===== src/rtl/hubris_program_loader.sv =====
// Hubris boot front end: packs a byte stream into instruction words,
// then sequences core reset release and the run-cycle watchdog.
module hubris_program_loader #(
  parameter logic [31:0] INST_START_ADDR   = 32'h0,
  parameter int          MEM_SIZE_IN_BYTE  = 4096,
  parameter int          RESET_HOLD_CYCLES = 4,
  parameter int          CYCLE_LIMIT       = 1000000
) (
  input  logic        clk,
  input  logic        reset,
  input  logic        byte_valid,
  input  logic [7:0]  byte_data,
  input  logic        byte_last,
  output logic        byte_ready,
  output logic        mem_wr_en,
  output logic [31:0] mem_wr_addr,
  output logic [31:0] mem_wr_data,
  output logic        core_reset,
  input  logic        core_halt,
  output logic        run_done,
  output logic        timeout,
  output logic        load_error,
  output logic [31:0] cycle_count
);

  localparam int WORDS = MEM_SIZE_IN_BYTE / 4;
  localparam int WIW   = $clog2(WORDS + 1);
  localparam int HCW   = (RESET_HOLD_CYCLES > 1) ?
                         $clog2(RESET_HOLD_CYCLES) : 1;

  typedef enum logic [2:0] {
    S_LOAD, S_HOLD, S_RUN, S_DONE, S_ERROR
  } state_t;

  state_t          r_state;
  state_t          w_next;
  logic [1:0]      r_lane;
  logic [WIW-1:0]  r_word;
  logic [23:0]     r_lanes;
  logic [HCW-1:0]  r_hold;
  logic            r_wr_en;
  logic [31:0]     r_wr_addr;
  logic [31:0]     r_wr_data;
  logic [31:0]     r_count;
  logic            r_done;
  logic            r_to;
  logic            r_err;

  logic            w_accept;
  logic            w_full;
  logic            w_ovf;
  logic            w_flush;
  logic            w_hold_end;
  logic            w_limit;
  logic [31:0]     w_word;

  assign w_accept   = (r_state == S_LOAD) && byte_valid;
  assign w_full     = (r_word == WIW'(WORDS));
  assign w_ovf      = w_accept && w_full;
  assign w_flush    = w_accept && !w_full &&
                      (byte_last || r_lane == 2'd3);
  assign w_hold_end = (r_hold == HCW'(RESET_HOLD_CYCLES - 1));
  assign w_limit    = (r_count == 32'(CYCLE_LIMIT));
  // Lanes above the current one are always clear, so OR-in is enough
  assign w_word     = {8'h0, r_lanes} |
                      ({24'h0, byte_data} << {r_lane, 3'b000});

  always_ff @(posedge clk or posedge reset) begin
    if (reset) r_state <= S_LOAD;
    else       r_state <= w_next;
  end

  always_comb begin
    w_next = r_state;
    unique case (r_state)
      S_LOAD: begin
        if (w_ovf)                     w_next = S_ERROR;
        else if (w_flush && byte_last) w_next = S_HOLD;
      end
      S_HOLD: if (w_hold_end) w_next = S_RUN;
      S_RUN:  if (core_halt || w_limit) w_next = S_DONE;
      default: ;
    endcase
  end

  always_comb begin
    byte_ready = 1'b0;
    core_reset = 1'b1;
    unique case (r_state)
      S_LOAD:        byte_ready = 1'b1;
      S_RUN, S_DONE: core_reset = 1'b0;
      default: ;
    endcase
  end

  always_ff @(posedge clk or posedge reset) begin
    if (reset) begin
      r_lane    <= 2'd0;
      r_word    <= '0;
      r_lanes   <= 24'h0;
      r_wr_en   <= 1'b0;
      r_wr_addr <= INST_START_ADDR;
      r_wr_data <= 32'h0;
    end else begin
      r_wr_en <= w_flush;
      if (w_flush) begin
        r_wr_addr <= INST_START_ADDR + (32'(r_word) << 2);
        r_wr_data <= w_word;
        r_word    <= r_word + WIW'(1);
        r_lane    <= 2'd0;
        r_lanes   <= 24'h0;
      end else if (w_accept && !w_full) begin
        r_lane <= r_lane + 2'd1;
        unique case (r_lane)
          2'd0:    r_lanes[7:0]   <= byte_data;
          2'd1:    r_lanes[15:8]  <= byte_data;
          default: r_lanes[23:16] <= byte_data;
        endcase
      end
    end
  end

  // Count stops at CYCLE_LIMIT, so it can never wrap
  always_ff @(posedge clk or posedge reset) begin
    if (reset) begin
      r_hold  <= '0;
      r_count <= 32'h0;
      r_done  <= 1'b0;
      r_to    <= 1'b0;
      r_err   <= 1'b0;
    end else begin
      if (r_state == S_HOLD) r_hold <= r_hold + HCW'(1);
      else                   r_hold <= '0;
      if (r_state == S_HOLD && w_hold_end)
        r_count <= 32'd1;
      else if (r_state == S_RUN && !core_halt && !w_limit)
        r_count <= r_count + 32'd1;
      if (r_state == S_RUN && (core_halt || w_limit))
        r_done <= 1'b1;
      if (r_state == S_RUN && !core_halt && w_limit)
        r_to <= 1'b1;
      if (w_ovf)
        r_err <= 1'b1;
    end
  end

  assign mem_wr_en   = r_wr_en;
  assign mem_wr_addr = r_wr_addr;
  assign mem_wr_data = r_wr_data;
  assign run_done    = r_done;
  assign timeout     = r_to;
  assign load_error  = r_err;
  assign cycle_count = r_count;

endmodule

===== config.mk =====
export PLATFORM = sky130hd
export DESIGN_NAME = hubris_program_loader
export DESIGN_NICKNAME = d
export VERILOG_FILES = /design/src/rtl/hubris_program_loader.sv
export SDC_FILE = /design/constraint.sdc
export NUM_CORES = 1
export LEC_CHECK = 0
export CAP_MARGIN = 5
export CORE_AREA = 2 2 104 106
export CTS_BUF_LIST = sky130_fd_sc_hd__clkbuf_16
export DETAILED_ROUTE_END_ITERATION = 12
export DIE_AREA = 0 0 106 108
export GPL_ROUTABILITY_DRIVEN = 0
export PLACE_DENSITY = 0.8
export SETUP_SLACK_MARGIN = 0.02
export SLEW_MARGIN = 30
export SYNTH_ARGS = -nofsm -noshare
export SYNTH_HDL_FRONTEND = slang
export SYNTH_SLANG_ARGS = --single-unit

===== constraint.sdc =====
create_clock -name clk -period 9.22 [get_ports clk]
set_input_delay 1.844 -clock clk [delete_from_list [all_inputs] [get_ports clk]]
set_output_delay 1.844 -clock clk [all_outputs]
set_load 0.005 [all_outputs]

# == Yosys cells after proc, flatten, opt, wreduce, memory -nomap -nowiden ==
# Cells that the tools add are included.
# totals
register_bits,121
latchBits,0
ram_bits,0
mem_bits_ro,0
inputBits,13
out_inout_bits,102
elab_cells,77
memories,0
# op_classes
add_sub_neg,4
n_mul,0
div,0
order_cmp,0
eq_ne,12
n_shift,1
n_mux,17
bitwise,1
reduce_logical,28
# ops
op,count
$mux 32,2
$mux 24,2
$add 32x1->32 const B,1
$eq 32x20->1 const B,1
$or 24x32->32,1
$shl 8x5->32,1
$mux 8,3
$mux 3,4
$add 11x1->11 const B,1
$eq 11x11->1 const B,1
$logic_and 1x1->1,10
$pmux 3 s3,1
$reduce_bool 2->1,4
$eq 3x2->1 const B,2
$mux 2,3
$reduce_and 2->1,3
$add 2x1->2 const B,2
$eq 2x2->1 const B,2
$ne 2x2->1 const B,2
$reduce_and 4->1,1
$reduce_or 2->1,2
$eq 3x1->1 const B,1
$logic_not 1->1,3
$logic_not 3->1,1
7 further kinds,9

# == Longest topological paths before layout ==
# logic_depth
ltp_word,8
mapped_depth,10
mapped_depth_nobuf,9

# == Worst setup path after synthesis ==
# Ideal clock, no wire load.
# synth_timing
path_type,input-to-reg
from,in byte_valid
to,"reg r_wr_data[14], in the netlist mem_wr_data[14]"
setup_ps,126
t_arrival_ps,3131
t_required_ps,9094
path_slack_ps,5964
cell_stages,7
path_buffers,2
path_cell_list,or4b_4 a31oi_4 nand2_2 inv_2 buf_6 buf_4 a21oi_1
# synth_between
elab_chain_cells,3
# synth_rtl
item,line,text
start: declaration,11,"input logic byte_valid,"
$logic_and 1x1->1,57,assign w_accept = (r_state == S_LOAD) && byte_valid;
$logic_and 1x1->1 (2 in series),60,assign w_flush = w_accept && !w_full &&
net w_flush,52,logic w_flush;
end signal: assignment,108,r_wr_data <= w_word;
end: declaration,43,logic [31:0] r_wr_data;
# The timed path passes the listed nets, and every way through them passes these cells.
# A chain may end at the register's enable or synchronous reset.

# == Worst setup path after layout ==
# layout_timing
from,in byte_valid
to,reg r_word[3]
# layout_between
elab_chain_cells,3
# layout_rtl
item,line,text
$logic_and 1x1->1,57,
$logic_and 1x1->1 (2 in series),60,
end signal: assignment,109,r_word <= r_word + WIW'(1);
end: declaration,38,logic [WIW-1:0] r_word;
# Every way passes these cells.

==> flow_summary.yaml <==
run_status:
  status: "finished clean"
timing:
  setup_viol: 0
  max_freq_ghz: 0.215
  worstMarginPinSlew_ns: 0.911
  final_max_slew_viol_count: 0
  min_period_over_period: 0.504
  fin_hold_ws_ns: 0.437
  fin_tns_setup_ns: 0
  hold_violations: 0
  relSlewSlack: 0.390
  layout_min_cycle_time_ns: 4.65
  finClkSkew_ns: 0.0118
  rsz0062_at_grt: "false"
  layout_setup_ws_ns: 4.57
floorplan:
  fp.dieW_um: 106
  ios: 115
  dieHeight_um: 108
  start_util: 0.547
  fp-row-count: 37
  design.die.area_sq_um: 11400
  fp.coreArea_sq_um: 10200
yosys:
  postSynthAreaPerCell_sq_um: 10.3
  ys.warnings.count: 0
  synth_area_leaders: "dfrtp_1 54%, nand2_1 4.8%, nor2_1 3.8%"
  ys_seq_area_frac: 0.541
  ys_types: 48
  netlist.top_cell.by_area: "dfrtp_1"
  syn_area_sq_um: 5600
  syn_inst: 544
  synth-seq-cells: 121
  yosysTopAreaCellShare: 0.541
power_and_ir_drop:
  p_leak_nw: 3.20
  power_density_nw_per_um2: 259
  p_total_mw: 1.83
  irDropWorstVdd_v: 0.000158
global_route:
  antenna_found_initial: 0
  grt_pass1_vias: 4443
  grt_max_degree: 82
  track_usage: 0.242
  grt_pass1_wl_um: 21900
  gr-total-overflow: 0
worst_setup_path:
  crit_fanout: 60
  end_kind: "flop"
  crit_path_start_kind: "input port"
  crit_type: "in2reg"
  crit_required_ns: 9.50
  worstPathArrival_ns: 4.93
route:
  ant_nets: 0
  vias: 4424
  first_pass_iters: 5
  drt_iter0_drc: 231
  drt-vias-per-instance: 5.62
  wl_per_cell_um: 16.5
  routed_wl_um: 13000
  drc: 0
cts:
  cts_resized: 0
  clk_pin_slew_ns: 0.06
  cts-root-buf: "clkbuf_16"
  insertion_delay_ns: 0.41
  htreeDepth: 4
  cts_tree: "yes"
  postCtsHoldBufs: 0
  cts_buffers: 17
  clock_sinks: 121
  cts_setup_buffers: 0
  clockBufferDepth: 2
flow_run:
  maxCapViolCount: 0
min_path:
  hold_class: "reg2reg"
placement:
  dpl-instance-area_sq_um: 6510
  portBuffers: 93
  dp_hpwl_um: 8600
  pre_cts_ws_ns: 4.20
layout:
  drive_above_1_share: 0.0998
  area_growth_pct: 26.3
  antennaDiodeCount: 0
  fin_nets: 659
  fill_cells: 770
  fin_area_sq_um: 7070
[worst max-delay path, cell delays in order]
cell	delay, ns
clkdlybuf4s50_1	0.51
or4b_4	0.48
a31oi_4	0.32
nand2_2	0.32
inv_2	0.32
buf_4	0.60
and3_4	0.30
nand2_1	0.07
xnor2_1	0.14
[final cells by class]
type                       instances  area, sq um  area share
inverter                           9         36.3     0.00513
clock buffer                      17          425      0.0602
tap                              136          170      0.0241
timing repair buffer              97          965       0.136
sequential                       121         3030       0.428
clock inverter                    15          130      0.0184
multi-input combinational        392         2320       0.328
[registers in the layout, indices dropped and copies added, names as in the netlist, 2 cells and up]
signal and flops:
mem_wr_addr 11, r_hold 2, r_word 11, cycle_count 32, r_lanes 24, mem_wr_data 32, r_state 3, r_lane 2
[routing by layer]
metal | global-route usage | up-vias | routed length (um)
li1 | - | 2065 | -
met5 | 0 | - | 0
met1 | 0.325 | 2208 | 5710
met4 | 0.0921 | 0 | 149
met2 | 0.394 | 138 | 6510
met3 | 0.0500 | 13 | 611
[synth_stat cells, drive strengths merged]
| cell | count |
|---|---|
| nor4b | 4 |
| xnor2 | 11 |
| nor3b | 1 |
| nor3 | 5 |
| clkbuf | 5 |
| o211ai | 8 |
| and3 | 14 |
| dfrtp | 121 |
| nand4b | 1 |
| ha | 8 |
| a21o | 1 |
| nor2 | 57 |
| nand4 | 20 |
| and4bb | 1 |
| and4 | 1 |
| nor4 | 5 |
| nand2 | 74 |
| a211oi | 1 |
| xor2 | 16 |
| conb | 1 |
| buf | 37 |
| or3 | 6 |
| a22o | 24 |
| nand3 | 25 |
| inv | 9 |
| a21oi | 54 |
| or4b | 1 |
| o21ai | 15 |
| nand3b | 1 |
| or4 | 6 |
| mux2i | 2 |
| o31ai | 3 |
| a31oi | 1 |
| o21bai | 2 |
| nand2b | 2 |
| or2 | 1 |
[power by group]
part	total, mW	internal (mW)	switching, mW
sequential	0.768	0.662	0.105
combinational	0.449	0.247	0.202
clock	0.617	0.353	0.263
total	1.83	1.26	0.571
[cell families (layout without fill, tap and decap cells)]
logic type	after synthesis	in the layout	share of synthesized area
and+or+nand+nor	225	225	0.203
AOI/OAI and AO/OA	109	109	0.132
xor gates and xnor gates	27	27	0.0422
buffers and inverters	51	138	0.0601
muxes	2	2	0.00357
adders and majority gates	8	8	0.0179
other	1	21	0.000670
DFF	121	121	0.541
[stage by stage]
stage          std cells   util
3_3_place_gp         755  0.636
6_report             787  0.691
2_1_floorplan        564      -
4_1_cts              787  0.691
3_5_place_dp         755  0.636
5_1_grt              787  0.691
[layout by cell type (no fill, tap or decap), types with 4 or more instances in the layout]
cell type	count
dfrtp_1	121
clkdlybuf4s50_1	93
nand2_1	72
nor2_1	56
a21oi_1	41
nand3_1	24
a22o_1	24
conb_1	21
nand4_1	20
clkbuf_16	17
xor2_1	16
a21oi_2	13
and3_1	13
o21ai_0	13
xnor2_1	11
o211ai_1	8
ha_1	8
inv_1	7
inv_6	7
or3_1	6
or4_1	6
nor4_1	4
[final timing paths]
path | slack [ns] | to | from | depth (start not counted)
setup / recovery | 4.57 | r_word[3] | byte_valid | 9
hold / removal | 0.44 | r_hold[0] | r_hold[0] | 1
setup reg to reg | 5.89 | r_word[3] | r_state[0] | 8
hold reg to reg | 0.44 | r_hold[0] | r_hold[0] | 1
max in group asynchronous | 6.32 | r_word[4] | reset | 3
min in group asynchronous | 1.84 | cycle_count[23] | reset | 2
Note: power is estimated with default switching activity, not from simulation.
